$ cat src/rtl/core_pkg.sv
// Shared decode/issue definitions: RV32 base opcodes, ID-stage FSM states and
// per-opcode register-usage helpers.
package core_pkg;

  localparam logic [6:0] OP_LUI    = 7'h37;
  localparam logic [6:0] OP_AUIPC  = 7'h17;
  localparam logic [6:0] OP_JAL    = 7'h6F;
  localparam logic [6:0] OP_JALR   = 7'h67;
  localparam logic [6:0] OP_BRANCH = 7'h63;
  localparam logic [6:0] OP_LOAD   = 7'h03;
  localparam logic [6:0] OP_STORE  = 7'h23;
  localparam logic [6:0] OP_IMM    = 7'h13;
  localparam logic [6:0] OP_REG    = 7'h33;

  localparam logic [31:0] NOP_INSN = 32'h0000_0013;

  typedef enum logic [1:0] {
    S_EMPTY = 2'd0,
    S_HAZ   = 2'd1,
    S_RDY   = 2'd2
  } id_state_e;

  function automatic logic uses_rs1(input logic [6:0] op);
    case (op)
      OP_JALR, OP_BRANCH, OP_LOAD, OP_STORE, OP_IMM, OP_REG: return 1'b1;
      default: return 1'b0;
    endcase
  endfunction

  function automatic logic uses_rs2(input logic [6:0] op);
    case (op)
      OP_BRANCH, OP_STORE, OP_REG: return 1'b1;
      default: return 1'b0;
    endcase
  endfunction

  function automatic logic writes_rd(input logic [6:0] op);
    case (op)
      OP_LUI, OP_AUIPC, OP_JAL, OP_JALR, OP_LOAD, OP_IMM, OP_REG: return 1'b1;
      default: return 1'b0;
    endcase
  endfunction

  // Source operand blocked by an in-flight write in the given scoreboard.
  function automatic logic src_hazard(input logic [31:0] insn, input logic [31:0] pend);
    return (uses_rs1(insn[6:0]) & pend[insn[19:15]]) |
           (uses_rs2(insn[6:0]) & pend[insn[24:20]]);
  endfunction

endpackage

$ cat src/rtl/id_issue_ctrl_if.sv
// Fetch / execute / writeback / redirect signal bundle around the ID issue stage.
interface id_issue_ctrl_if #(
  parameter int DWIDTH = 32,
  parameter int AWIDTH = 32
);
  logic              if_valid_i;
  logic              if_ready_o;
  logic [AWIDTH-1:0] if_pc_i;
  logic [DWIDTH-1:0] if_insn_i;
  logic              ex_valid_o;
  logic              ex_ready_i;
  logic [AWIDTH-1:0] ex_pc_o;
  logic [DWIDTH-1:0] ex_insn_o;
  logic [DWIDTH-1:0] ex_imm_o;
  logic [4:0]        ex_rd_o;
  logic [4:0]        ex_rs1_o;
  logic [4:0]        ex_rs2_o;
  logic [6:0]        ex_opcode_o;
  logic [2:0]        ex_funct3_o;
  logic [6:0]        ex_funct7_o;
  logic              wb_valid_i;
  logic [4:0]        wb_rd_i;
  logic              flush_i;
  logic [15:0]       stall_cnt_o;

  // slave: the issue controller; master: the surrounding pipeline
  modport slave (
    input  if_valid_i, if_pc_i, if_insn_i, ex_ready_i, wb_valid_i, wb_rd_i, flush_i,
    output if_ready_o, ex_valid_o, ex_pc_o, ex_insn_o, ex_imm_o, ex_rd_o, ex_rs1_o,
           ex_rs2_o, ex_opcode_o, ex_funct3_o, ex_funct7_o, stall_cnt_o
  );

  modport master (
    output if_valid_i, if_pc_i, if_insn_i, ex_ready_i, wb_valid_i, wb_rd_i, flush_i,
    input  if_ready_o, ex_valid_o, ex_pc_o, ex_insn_o, ex_imm_o, ex_rd_o, ex_rs1_o,
           ex_rs2_o, ex_opcode_o, ex_funct3_o, ex_funct7_o, stall_cnt_o
  );
endinterface

$ cat src/rtl/id_issue_ctrl_decode.sv
// Single-stage RV32 field decode: splits the instruction and builds the
// sign-extended immediate for its format.
module decode
  import core_pkg::*;
#(
  parameter int DWIDTH = 32,
  parameter int AWIDTH = 32
) (
  input  logic [AWIDTH-1:0] pc_i,
  input  logic [DWIDTH-1:0] insn_i,
  output logic [AWIDTH-1:0] pc_o,
  output logic [DWIDTH-1:0] insn_o,
  output logic [DWIDTH-1:0] imm_o,
  output logic [4:0]        rd_o,
  output logic [4:0]        rs1_o,
  output logic [4:0]        rs2_o,
  output logic [6:0]        opcode_o,
  output logic [2:0]        funct3_o,
  output logic [6:0]        funct7_o
);
  logic [31:0] imm32;

  assign pc_o     = pc_i;
  assign insn_o   = insn_i;
  assign opcode_o = insn_i[6:0];
  assign rd_o     = insn_i[11:7];
  assign funct3_o = insn_i[14:12];
  assign rs1_o    = insn_i[19:15];
  assign rs2_o    = insn_i[24:20];
  assign funct7_o = insn_i[31:25];

  always_comb begin
    case (insn_i[6:0])
      OP_IMM, OP_LOAD, OP_JALR: imm32 = {{20{insn_i[31]}}, insn_i[31:20]};
      OP_STORE:                 imm32 = {{20{insn_i[31]}}, insn_i[31:25], insn_i[11:7]};
      OP_BRANCH:                imm32 = {{19{insn_i[31]}}, insn_i[31], insn_i[7],
                                         insn_i[30:25], insn_i[11:8], 1'b0};
      OP_LUI, OP_AUIPC:         imm32 = {insn_i[31:12], 12'h000};
      OP_JAL:                   imm32 = {{11{insn_i[31]}}, insn_i[31], insn_i[19:12],
                                         insn_i[20], insn_i[30:21], 1'b0};
      default:                  imm32 = 32'h0;
    endcase
  end

  assign imm_o = DWIDTH'($signed(imm32));
endmodule

$ cat src/rtl/id_issue_ctrl.sv
// ID pipeline register with RAW scoreboard: holds one fetched instruction and
// issues it once its sources are not pending and execute is ready.
module id_issue_ctrl
  import core_pkg::*;
#(
  parameter int DWIDTH = 32,
  parameter int AWIDTH = 32
) (
  input  logic           clk,
  input  logic           rst,
  id_issue_ctrl_if.slave bus
);
  id_state_e         state_q, state_d;
  logic [AWIDTH-1:0] id_pc_q;
  logic [DWIDTH-1:0] id_insn_q;
  logic [31:0]       pend_q, pend_d, pend_clr, set_mask;
  logic [15:0]       stall_cnt_q;
  logic              id_valid, hazard, ex_valid, issue, if_ready, load;
  logic [6:0]        opcode;
  logic [4:0]        rd;

  decode #(.DWIDTH(DWIDTH), .AWIDTH(AWIDTH)) u_decode (
    .pc_i     (id_pc_q),
    .insn_i   (id_insn_q),
    .pc_o     (bus.ex_pc_o),
    .insn_o   (bus.ex_insn_o),
    .imm_o    (bus.ex_imm_o),
    .rd_o     (rd),
    .rs1_o    (bus.ex_rs1_o),
    .rs2_o    (bus.ex_rs2_o),
    .opcode_o (opcode),
    .funct3_o (bus.ex_funct3_o),
    .funct7_o (bus.ex_funct7_o)
  );

  assign bus.ex_rd_o     = rd;
  assign bus.ex_opcode_o = opcode;
  assign bus.ex_valid_o  = ex_valid;
  assign bus.if_ready_o  = if_ready;
  assign bus.stall_cnt_o = stall_cnt_q;

  // Writeback clear is applied before the hazard check so a retiring source
  // unblocks its consumer in the same cycle.
  always_comb begin
    pend_clr = pend_q;
    if (bus.wb_valid_i) pend_clr[bus.wb_rd_i] = 1'b0;
  end

  // FSM output process
  always_comb begin
    id_valid = (state_q != S_EMPTY);
    hazard   = src_hazard(id_insn_q[31:0], pend_clr);
    ex_valid = id_valid & ~hazard & ~bus.flush_i;
    issue    = ex_valid & bus.ex_ready_i;
    if_ready = ~id_valid | issue | bus.flush_i;
    load     = bus.if_valid_i & if_ready & ~bus.flush_i;
  end

  // Set after clear, so a same-cycle issue to the retiring register keeps it pending.
  always_comb begin
    set_mask = '0;
    if (issue && writes_rd(opcode) && rd != 5'd0) set_mask[rd] = 1'b1;
    pend_d = (pend_clr | set_mask) & ~32'd1;
  end

  // FSM next-state process
  always_comb begin
    state_d = state_q;
    if (bus.flush_i)
      state_d = S_EMPTY;
    else if (load)
      state_d = src_hazard(bus.if_insn_i[31:0], pend_d) ? S_HAZ : S_RDY;
    else if (issue)
      state_d = S_EMPTY;
    else if (id_valid)
      state_d = src_hazard(id_insn_q[31:0], pend_d) ? S_HAZ : S_RDY;
  end

  // FSM state register
  always_ff @(posedge clk or negedge rst) begin
    if (!rst) state_q <= S_EMPTY;
    else      state_q <= state_d;
  end

  always_ff @(posedge clk or negedge rst) begin
    if (!rst) begin
      id_pc_q     <= '0;
      id_insn_q   <= DWIDTH'(NOP_INSN);
      pend_q      <= '0;
      stall_cnt_q <= '0;
    end else begin
      if (load) begin
        id_pc_q   <= bus.if_pc_i;
        id_insn_q <= bus.if_insn_i;
      end
      pend_q <= pend_d;
      if (id_valid && hazard && !bus.flush_i && stall_cnt_q != 16'hFFFF)
        stall_cnt_q <= stall_cnt_q + 16'd1;
    end
  end
endmodule

$ cat src/flat_wrapper.sv
// flat-port wrapper written by rule: the top's interface ports become plain ports
module id_issue_ctrl_flat import core_pkg::*;
#(
  parameter int DWIDTH = 32,
  parameter int AWIDTH = 32
)
  (clk, rst, bus_if_valid_i, bus_if_pc_i, bus_if_insn_i, bus_ex_ready_i, bus_wb_valid_i, bus_wb_rd_i, bus_flush_i, bus_if_ready_o, bus_ex_valid_o, bus_ex_pc_o, bus_ex_insn_o, bus_ex_imm_o, bus_ex_rd_o, bus_ex_rs1_o, bus_ex_rs2_o, bus_ex_opcode_o, bus_ex_funct3_o, bus_ex_funct7_o, bus_stall_cnt_o);
  id_issue_ctrl_if #(.DWIDTH(DWIDTH), .AWIDTH(AWIDTH)) bus_i ();
  input  logic clk;
  input  logic rst;
  input wire logic [$bits(bus_i.if_valid_i)-1:0] bus_if_valid_i;
  input wire logic [$bits(bus_i.if_pc_i)-1:0] bus_if_pc_i;
  input wire logic [$bits(bus_i.if_insn_i)-1:0] bus_if_insn_i;
  input wire logic [$bits(bus_i.ex_ready_i)-1:0] bus_ex_ready_i;
  input wire logic [$bits(bus_i.wb_valid_i)-1:0] bus_wb_valid_i;
  input wire logic [$bits(bus_i.wb_rd_i)-1:0] bus_wb_rd_i;
  input wire logic [$bits(bus_i.flush_i)-1:0] bus_flush_i;
  output wire logic [$bits(bus_i.if_ready_o)-1:0] bus_if_ready_o;
  output wire logic [$bits(bus_i.ex_valid_o)-1:0] bus_ex_valid_o;
  output wire logic [$bits(bus_i.ex_pc_o)-1:0] bus_ex_pc_o;
  output wire logic [$bits(bus_i.ex_insn_o)-1:0] bus_ex_insn_o;
  output wire logic [$bits(bus_i.ex_imm_o)-1:0] bus_ex_imm_o;
  output wire logic [$bits(bus_i.ex_rd_o)-1:0] bus_ex_rd_o;
  output wire logic [$bits(bus_i.ex_rs1_o)-1:0] bus_ex_rs1_o;
  output wire logic [$bits(bus_i.ex_rs2_o)-1:0] bus_ex_rs2_o;
  output wire logic [$bits(bus_i.ex_opcode_o)-1:0] bus_ex_opcode_o;
  output wire logic [$bits(bus_i.ex_funct3_o)-1:0] bus_ex_funct3_o;
  output wire logic [$bits(bus_i.ex_funct7_o)-1:0] bus_ex_funct7_o;
  output wire logic [$bits(bus_i.stall_cnt_o)-1:0] bus_stall_cnt_o;
  assign bus_i.if_valid_i = bus_if_valid_i;
  assign bus_i.if_pc_i = bus_if_pc_i;
  assign bus_i.if_insn_i = bus_if_insn_i;
  assign bus_i.ex_ready_i = bus_ex_ready_i;
  assign bus_i.wb_valid_i = bus_wb_valid_i;
  assign bus_i.wb_rd_i = bus_wb_rd_i;
  assign bus_i.flush_i = bus_flush_i;
  assign bus_if_ready_o = bus_i.if_ready_o;
  assign bus_ex_valid_o = bus_i.ex_valid_o;
  assign bus_ex_pc_o = bus_i.ex_pc_o;
  assign bus_ex_insn_o = bus_i.ex_insn_o;
  assign bus_ex_imm_o = bus_i.ex_imm_o;
  assign bus_ex_rd_o = bus_i.ex_rd_o;
  assign bus_ex_rs1_o = bus_i.ex_rs1_o;
  assign bus_ex_rs2_o = bus_i.ex_rs2_o;
  assign bus_ex_opcode_o = bus_i.ex_opcode_o;
  assign bus_ex_funct3_o = bus_i.ex_funct3_o;
  assign bus_ex_funct7_o = bus_i.ex_funct7_o;
  assign bus_stall_cnt_o = bus_i.stall_cnt_o;
  id_issue_ctrl #(.DWIDTH(DWIDTH), .AWIDTH(AWIDTH)) u_core (.clk(clk), .rst(rst), .bus(bus_i));
endmodule
$ cat config.mk
export PLATFORM = sky130hd
export DESIGN_NAME = id_issue_ctrl_flat
export DESIGN_NICKNAME = d
export VERILOG_FILES = /design/src/rtl/core_pkg.sv /design/src/rtl/id_issue_ctrl_if.sv /design/src/rtl/id_issue_ctrl_decode.sv /design/src/rtl/id_issue_ctrl.sv /design/src/flat_wrapper.sv
export SDC_FILE = /design/constraint.sdc
export NUM_CORES = 1
export LEC_CHECK = 0
export BUFFER_PORTS_ARGS = -buffer_cell sky130_fd_sc_hd__buf_2
export CAP_MARGIN = 20
export CORE_UTILIZATION = 30
export DETAILED_ROUTE_END_ITERATION = 8
export SLEW_MARGIN = 20
export SYNTH_ARGS = -nofsm -noshare
export SYNTH_HDL_FRONTEND = slang
export SYNTH_HIERARCHICAL = 1
export SYNTH_SLANG_ARGS = --single-unit
$ cat constraint.sdc
create_clock -name clk -period 7.6 [get_ports clk]
set_clock_uncertainty 0.2 [all_clocks]
set_input_delay 2.28 -clock clk [delete_from_list [all_inputs] [get_ports clk]]
set_output_delay 2.28 -clock clk [all_outputs]
set_load 0.02 [all_outputs]
# Word level (Yosys, flattened, before mapping)
# Index checks and enable logic that the tools add are counted.
# op_classes
n_addsub	1
n_lt_le_gt_ge	8
eq_ne	16
muxes	42
bitwise	22
n_reduce_logical	18
# op_table
cell	n
32-bit case mux with 5 select lines	1
32-bit two-way mux	2
5-bit by 6-bit less-than comparator with 1-bit output (second input constant)	6
7-bit by 6-bit == test with 1-bit output (second input constant)	5
7-bit == test (second input constant)	5
32-bit AND	1
32-bit NOT	1
32-bit OR	1
1-bit binary-select mux with 5-bit select	6
1-bit two-way mux	25
7-bit by 5-bit == test with 1-bit output (second input constant)	3
16-bit by 1-bit adder with 16-bit output (second input constant)	1
16-bit != test (second input constant)	1
7-bit by 2-bit == test with 1-bit output (second input constant)	2
2-bit two-way mux	6
6-bit OR reduction	2
1-bit AND	11
1-bit demux with 5-bit select	2
5-bit by 1-bit >= comparator with 1-bit output (second input constant)	2
3-bit OR reduction	3
1-bit logical AND	7
7-bit OR reduction	1
1-bit OR	5
5-bit nonzero test	1
other kinds (5)	7
# totals
reg_bits	113
output_inout_bits	146
wordCells	112

# Logic depth before layout (Yosys ltp)
# Gate-level depths: netlist of run 1.
# logic_depth
word_depth	28
depth_mapped	17

# Cells and area by module
# The synthesis of run 1 kept the hierarchy.
# by_module_without_submodules
mod	instances	cells_per_inst	area_per_inst_um2	seq_area_each_um2
id_issue_ctrl	1	841	7717.4	2831.5
decode	1	175	1267.5	0.0

# Worst setup path after synthesis of run 1
# No wires, ideal clock.
# synth_timing
path_kind	input to output
start	input port bus_wb_rd_i[3]
end	output port bus_ex_valid_o
arrival_time_ns	4.709
t_required_ns	5.120
slack_ns	0.411
stages	8
cell_sequence	buf_2 > or4b_1 > buf_2 > o21a_1 > a2111oi_2 > nand4b_2 > o31ai_4 > nor4_1
# synth_via
elab_chain_cells	14
# synth_rtl
item	line	text
start: declaration	flat_wrapper.sv:16	input wire logic [$bits(bus_i.wb_rd_i)-1:0] bus_wb_rd_i;
5-bit by 6-bit less-than comparator with 1-bit output (not written as such) / 5-bit by 1-bit >= comparator with 1-bit output (equally long branches)	id_issue_ctrl.sv:46	if (bus.wb_valid_i) pend_clr[bus.wb_rd_i] = 1'b0;
1-bit logical AND (not written as such)	id_issue_ctrl.sv:46	
1-bit two-way mux (not written as such)	id_issue_ctrl.sv:46	
1-bit demux with 5-bit select *	--	
32-bit NOT (no line) *	--	
32-bit AND (no line) *	--	
32-bit two-way mux *	id_issue_ctrl.sv:46	
1-bit binary-select mux with 5-bit select (on tied branches)	core_pkg.sv:46, core_pkg.sv:47	
1-bit two-way mux (on tied branches)	core_pkg.sv:46, core_pkg.sv:47	
1-bit AND (on tied branches)	core_pkg.sv:46, core_pkg.sv:47	
1-bit OR *	core_pkg.sv:46	return (uses_rs1(insn[6:0]) & pend[insn[19:15]]) |
1-bit NOT *	id_issue_ctrl.sv:53	ex_valid = id_valid & ~hazard & ~bus.flush_i;
1-bit AND * (2 in a row)	id_issue_ctrl.sv:53	
end: declaration	flat_wrapper.sv:19	output wire logic [$bits(bus_i.ex_valid_o)-1:0] bus_ex_valid_o;
# Mark *: on every way between the ends. The rest lies on a longest branch, timed or not. The select of a mux whose other input is x is not followed.

# Final worst setup path of run 1
# layout_timing
start	input port bus_wb_rd_i[2]
end	output port bus_ex_valid_o
# The elaborated chain is that of the path after synthesis.

==> impl.org, run 1 <==
** Outcome
- Status :: complete, no violations

** Synth
- The synthesized design contains 113 register bits.
- Mapped Area :: 8985 um2
- Xor/xnor share of the synthesized area :: 0.01936
- Total nets after synthesis :: 1092
- Share of synthesized flip-flops with an asynchronous set or reset :: 1.000
- Of the total synthesized cell area, the portion taken by AND, OR, NAND and NOR gates is 0.2012.
- For this run, the register share of the synthesized area comes to 0.3151.
- For this run, the number of Yosys warnings is 6.
- Main flop type after synthesis :: dfrtp_1
- The portion of synthesized area spent on multiplexers is 0.1213.
- Avg Cell Area, Syn :: 8.843 um2
- After synthesis, the largest family of logic cells by area is compound AO/OA/AOI/OAI gates.
- The fraction of the mapped netlist area in compound gates came to 0.2103.
- Gate count of the mapped netlist :: 1016
- Of the total synthesized cell area, the portion taken by full adders, half adders and majority gates is 0.001393.
- The synthesized design contains 0 enable-type register cells.
- The number of different library cells used by synthesis comes to 97.

** Min path
- The path class of the tightest hold or removal check is flop to flop.
- Startpoint of the tightest hold check path :: u_core/id_pc_q[3]

** Power and ir drop
- The share of total power dissipated in combinational logic is 0.290.
- IR analysis of the VDD net gives a maximum drop of 0.1479 mV.
- Flop pwr share :: 0.350
- Internal Power :: 0.001366 W
- Of the total power, the share spent switching nets is 0.3817.
- Switching power :: 0.0008431 W
- Dividing total power by cell area gives a power density of 211.5 nW/um2.
- The completed layout was analyzed and its total power is 0.002209 W.
- Power share of the clock group :: 0.360
- Leak Pwr :: 4.651 nW

** Detailed routing
- Total number of vias :: 8755
- The detailed router finished its first iteration with 1109 violations.
- The first detailed-routing pass ran for 8 iterations.
- Dividing the detail-routed via count by the number of cells gives 5.707.
- DR WL/cell :: 22.79 um
- The final layout contains routed wiring with a total length of 34960 um.
- Drc violations :: 0
- Once detail routing completed, the nets flagged for antenna violations numbered 0.

** Layout
- Non-filler cells, final :: 1534
- Net total in the final layout :: 1211
- In the final layout, the share of cells above drive strength 1 is 0.3589.
- Area growth syn-to-layout :: 16.24%
- Final-layout fill cell count :: 3033

** Timing
- The final-report max-slew violation count came to 0.
- Final setup slack of the worst path :: 0.1479 ns
- For the pin with the worst max-slew slack, the measured transition is 1.102 ns.
- Setup repair after global routing left no endpoint under its margin.
- Setup violations remaining at the end of the flow were counted as 0.
- Final hold slack :: 0.3037 ns
- Headroom to the max-slew limit came out at 0.2594.
- Final clock period utilization by the worst path :: 0.9805
- The number of hold violations in the final report was 0.
- Adding up every negative setup slack in the final design gives 0 ns.
- Shortest clock period the worst path allows after layout :: 7.452 ns
- Based on the critical path, the design can be clocked at up to 134.2 MHz.

** Clock network
- Buffers inserted during clock tree synthesis total 17.
- Post-CTS Repair Setup Buffers :: 0
- H-Tree Depth :: 4
- The tree is rooted in a clkbuf_16.
- Clock latency on the worst-skew pair :: 0.42 ns
- CTS max path bufs :: 2
- TritonCTS Sinks :: 113
- TritonCTS built the clock tree.
- Clock transition at the registers of the reported paths :: 0.06 ns

** Place
- PortBufs :: 220
- Placer congestion estimate :: 0.9574
- Once detailed placement completed, the half-perimeter wirelength came to 26350 um.
- After detailed placement, the design holds a cell count of 1500.
- At the placement stage, the worst setup path has a slack of 0.08364 ns.

** GRT
- Number of antenna violations at the first check in global routing :: 2
- The via count of the first global-routing pass was 8394.
- The first global-routing pass estimated 52410 um of wire.
- Entering global routing, the biggest net connects 63 pins.
- Total congestion overflow :: 0
- For this run, the total global-route usage over all layers was measured as 0.2258.

** Setup path
- The critical path is of the input port to output port type.
- Endpoint required time on the critical path :: 5.12 ns
- Category of the worst setup path launch point :: input port
- Measured in cells, the most critical reg-to-reg path has a length of 16.
- The most critical setup path has its startpoint at bus_wb_rd_i[2].
- The worst setup path is captured at an output port.
- Biggest fanout along the worst timing path :: 11
- The endpoint identified for the worst register-to-register timing path is u_core/state_q[1].
- RR Startpoint :: u_core/id_insn_q[23]
- Data arrival at the endpoint of the critical path :: 4.97 ns
- In this run the register-to-register setup slack is 2.05 ns.
- Termination of the worst setup path :: bus_ex_valid_o

** Floorplan
- The die is 175.1 um wide.
- From bottom edge to top edge, the die measures 175.1 um.
- Number of cell rows :: 62
- The floorplan step defined a die boundary enclosing 30650 um2.
- Effective utilization at floorplan :: 0.3089
- 221 I/O pins were placed.
- Placeable core region :: 29090 um2

** Run
- Max Cap Viol :: 0
==> placed cells by master (no fill, tap or decap), types with 8 or more instances in the layout <==
cell type  count
nand4b_1       9
xnor2_1       12
nand2b_1      13
nor2b_1       18
nor2_1        55
buf_2        219
a211oi_1      16
nand4_1       10
o311ai_0      11
o211ai_1      11
a21o_2         8
clkbuf_16     17
nor4_1        18
o21ai_0       63
a31oi_1        9
inv_1         35
buf_4         44
or3_1         10
nand2_1       73
a21oi_1       25
a2111oi_0      8
mux2_2        67
mux2i_1       20
dfrtp_1      110
nor3_1        28
o21a_1        18
nand3_1       39
o22ai_1       11
==> cell usage after synthesis (16+ instances only) <==
cell type	count	area share
o21ai_0	63	0.035
nor2b_1	18	0.013
o21a_1	18	0.015
mux2i_1	20	0.022
mux2_2	67	0.084
clkbuf_1	32	0.013
nor2_1	55	0.023
nand3_1	39	0.022
dfrtp_1	110	0.31
a21oi_1	25	0.014
nand2_1	73	0.030
a211oi_1	16	0.013
inv_1	35	0.015
buf_4	100	0.084
nor4_1	18	0.013
nor3_1	29	0.016
buf_2	24	0.013
==> cells by family (layout without fill, tap and decap cells) <==
family,Yosys count,count (layout)
xor gates and xnor gates,19,19
and+or+nand+nor,328,328
other,0,2
DFF,113,113
AOI/OAI and AO/OA,262,262
muxes,93,93
adders and majority gates,1,1
buffers and inverters,200,332
==> per-layer routing <==
layer	vias up	track usage	wire length (um)	part of all wire
li1	3910	-	-	-
met1	4245	0.3144	15250	0.44
met2	536	0.3393	15580	0.45
met3	64	0.05026	3122	0.089
met4	0	0.08406	1006	0.029
met5	-	0	0	0
==> critical path, stage by stage <==
cell and delay, ns:
buf_2 0.15, or4b_1 0.69, o21a_1 0.28, a2111oi_2 0.36, nand4b_2 0.25, o31ai_4 0.12, nor4_1 0.50, buf_4 0.19
buf_2 0.15
==> cell type report <==
cell class,count,area (um2),area share
clock buffers,19,452.9,0.04337
well taps,384,480.5,0.04600
flip-flops and latches,113,2831,0.2711
diodes,2,5.005,0.0004792
multi-input cells,703,4985,0.4773
clock inverters,13,123.9,0.01186
inverters,37,138.9,0.01330
repair buffers,263,1426,0.1366
==> metrics by stage <==
stage,instance area [um2],util
2_1_floorplan,8985,-
3_3_place_gp,9856,0.3388
3_5_place_dp,9856,0.3388
4_1_cts,10430,0.3586
5_1_grt,10440,0.3589
6_report,10440,0.3590
==> state kept, by name, indices dropped and copies added, names as in the netlist <==
| name | flops |
|---|---|
| u_core/id_pc_q | 32 |
| u_core/bus.stall_cnt_o | 16 |
| u_core/pend_q | 31 |
| u_core/state_q | 2 |
| u_core/id_insn_q | 32 |
==> power by group through the flow <==
stage          clock network (W)  registers (W)  logic (W)
3_5_place_dp                   0       0.000783   0.000635
2_1_floorplan                  0       0.000725   0.000549
4_1_cts                 0.000814       0.000773   0.000636
5_1_grt                 0.000837       0.000784   0.000682
6_report                0.000795       0.000772   0.000641
3_3_place_gp                   0       0.000781   0.000634
==> worst min path at each step <==
| stage | cells past startpoint | slack (ns) | end |
|---|---|---|---|
| 6_report | 1 | 0.30 | u_core/id_pc_q[3] |
| 5_1_grt | 1 | 0.32 | u_core/id_pc_q[4] |
| 4_1_cts | 1 | 0.31 | u_core/id_pc_q[31] |
| 3_3_place_gp | 1 | 0.28 | u_core/bus.stall_cnt_o[10] |
| 3_5_place_dp | 1 | 0.29 | u_core/id_pc_q[19] |
| 2_1_floorplan | 1 | 0.28 | u_core/id_pc_q[20] |
==> repair_timing <==
item | 4_1_cts | 5_1_grt
hold buffers | 0 | 0
setup endpoints to repair | 0 | 1
resized for setup | 0 | 1
(Power assumes the default switching activity.)
==> run 2, diff against run 1 <==
--- a/config.mk
+++ b/config.mk
@@ -8,6 +8,7 @@
 export BUFFER_PORTS_ARGS = -buffer_cell sky130_fd_sc_hd__buf_2
 export CAP_MARGIN = 20
 export CORE_UTILIZATION = 30
+export CTS_BUF_LIST = sky130_fd_sc_hd__clkbuf_4
 export DETAILED_ROUTE_END_ITERATION = 8
 export SLEW_MARGIN = 20
 export SYNTH_ARGS = -nofsm -noshare
==> impl.org, run 2 (synthesis results as in run 1) <==
** Timing
- Max Freq :: 135.9 MHz (+1.3%)
- Final clock period utilization by the worst path :: 0.9681 (-0.01245)
- Transition at the pin with the smallest max-transition slack :: 1.023 ns (-0.07931 ns)
- Number of max-slew violations in the final report :: 0 (unchanged)
- Setup repair after global routing missed its margin :: no
- Rel. slew slack :: 0.3127 (+0.05328)
- Final hold slack :: 0.3193 ns (+0.01559 ns)
- Accumulated negative setup slack :: 0 ns (unchanged)
- Shortest clock period the worst path allows after layout :: 7.357 ns (-0.09460 ns)
- Setup Viol. Count Final :: 0 (unchanged)
- Count of final hold-check violations :: 0 (unchanged)

** Layout
- Commonest cells after routing, fill and taps aside :: buf_2 (219), dfrtp_1 (110), nand2_1 (73)
- Most common cell after layout, fill and taps aside :: buf_2
- The proportion of layout cells with a drive suffix above 1 is 0.3580 (-0.0008711).
- Largest registers :: u_core/id_insn_q: 32 flops, u_core/id_pc_q: 32 flops, u_core/pend_q: 31 flops
- Area growth syn-to-layout :: 12.80%
- Net total in the final layout :: 1211 (unchanged)

** Place
- The half-perimeter wire length after detailed placement came to 26350 um (unchanged).
- The global placement routability congestion came to 0.9574 (unchanged).
- PortBufs :: 220 (unchanged)

** Clock network
- CTS tree :: built
- The clock insertion delay at the later pin of the skew report is 0.54 ns (+0.12 ns).
- CTS max path bufs :: 2 (unchanged)
- Root buffer cell :: clkbuf_4
- Clock transition at the registers of the reported paths :: 0.13 ns (+0.07 ns)
- Post-CTS Repair Setup Buffers :: 0 (unchanged)
- TritonCTS Sinks :: 113 (unchanged)
- The hold-fix buffer count after cts was 0 (unchanged).
- Post-cts resize count :: 0 (unchanged)
- H-Tree Depth :: 4 (unchanged)
- The number of buffers inserted during clock tree synthesis came to 17 (unchanged).

** Detailed routing
- First DRT Iteration DRCs :: 1084 (-2.3%)
- The final antenna-violating net count was 0 (unchanged).
- The final routed wirelength across all metal layers is 34980 um (about the same).
- Drc violations :: 0 (unchanged)
- The first-pass iteration count of the detailed router came to 6 (-2).
- The post-detailed-route wirelength per cell is 22.79 um (about the same).
- The via count came to 8785 (+0.34%).
- Number of vias per cell :: 5.723 (+0.28%)

** Setup path
- Data arrival at the endpoint of the critical path :: 4.88 ns (-0.09 ns)
- Type of the worst setup path :: input port to output port
- Biggest fanout along the worst timing path :: 11 (unchanged)
- Critical Path Sink Type :: output port
- The required time at the endpoint of the critical path came to 5.12 ns (about the same).
- Category of the worst setup path launch point :: input port
- The number of cells traversed by the worst register-to-register path is 15 (-1).

** GRT
- The largest net degree at the start of global routing came to 63 (unchanged).
- The initial antenna violation count came to 3 (+1).
- The wire length of the first global-routing pass came to 52330 um (-0.15%).
- The global routing usage summed across all routing layers is 0.2256 (-0.0002338).
- The via count of the first global-routing pass came to 8409 (+0.18%).
- Total congestion overflow :: 0 (unchanged)

** Floorplan
- Height of the die :: 175.1 um (unchanged)
- Die footprint :: 30650 um2 (unchanged)
- The top-level port count is 221 (unchanged).
- Number of cell rows :: 62 (unchanged)
- Placeable core region :: 29090 um2 (unchanged)
- Effective utilization at floorplan :: 0.3089 (unchanged)
- The die extent in x was 175.1 um (unchanged).

** Outcome
- Status :: complete, no violations

** Min path
- Worst hold path type :: flop to flop
- The depth of the worst hold-timing path came to 1 (unchanged).

** Power and ir drop
- The maximum VDD drop came to 0.1251 mV (-15%).
- PwrDens :: 183.2 nW/um2 (-13%)
- The total leakage power is 4.510 nW (-3.0%).

** Run
- Max Cap Viol :: 0 (unchanged)
-- run 2: through the flow --
| step | area [um2] | power, W | cells | setup slack, ns | utilization |
|---|---|---|---|---|---|
| after floorplan | 8985 | 0.001274 | 1016 | 0.4113 | - |
| after global placement | 9856 | 0.001415 | 1500 | 0.09785 | 0.3388 |
| after CTS | 10110 | 0.001869 | 1532 | 0.07566 | 0.3477 |
| after detailed placement | 9856 | 0.001418 | 1500 | 0.08364 | 0.3388 |
| after global routing | 10130 | 0.001952 | 1534 | 0.1265 | 0.3483 |
| final | 10130 | 0.001856 | 1535 | 0.2425 | 0.3484 |
-- run 2: power breakdown --
group | leakage, nW | switching [W] | total (W) | internal (W)
logic | 2.94 | 0.000410 | 0.000640 | 0.000230
clock network | 0.135 | 0.000281 | 0.000445 | 0.000164
registers | 1.43 | 0.000108 | 0.000771 | 0.000663
-- run 2: final cells by class --
type | count | area, um2
Timing Repair Buffer | 263 | 1426
Fill cell | 3067 | 18960
Tap cell | 384 | 480.5
Antenna cell | 3 | 7.507
Clock buffer | 17 | 127.6
Clock inverter | 15 | 131.4
Multi-Input combinational cell | 703 | 4991
Sequential cell | 113 | 2831
Inverter | 37 | 138.9
-- run 2: worst paths after layout --
path                                            start  slack, ns                         end
min in group asynchronous                         rst       1.62           u_core/pend_q[30]
max in group asynchronous                         rst       4.38           u_core/state_q[1]
setup / recovery                       bus_wb_rd_i[4]       0.24              bus_ex_valid_o
hold / removal             u_core/bus.stall_cnt_o[15]       0.32  u_core/bus.stall_cnt_o[15]
setup reg to reg                 u_core/id_insn_q[23]       2.07           u_core/state_q[1]
hold reg to reg            u_core/bus.stall_cnt_o[15]       0.32  u_core/bus.stall_cnt_o[15]
-- run 2: layer usage --
metal,part of all wire,track usage,wire length (um),vias up
li1,-,-,-,3914
met1,0.43,0.3125,15000,4221
met2,0.44,0.3378,15490,575
met3,0.096,0.05461,3343,75
met4,0.033,0.08333,1145,0
met5,0,0,0,-
-- run 2: critical path: stages --
cell,delay (ns)
buf_2,0.15
nand4bb_1,0.41
o21a_1,0.33
a311o_1,0.35
o211ai_1,0.42
o31ai_4,0.19
nor4_2,0.43
buf_4,0.17
buf_2,0.15
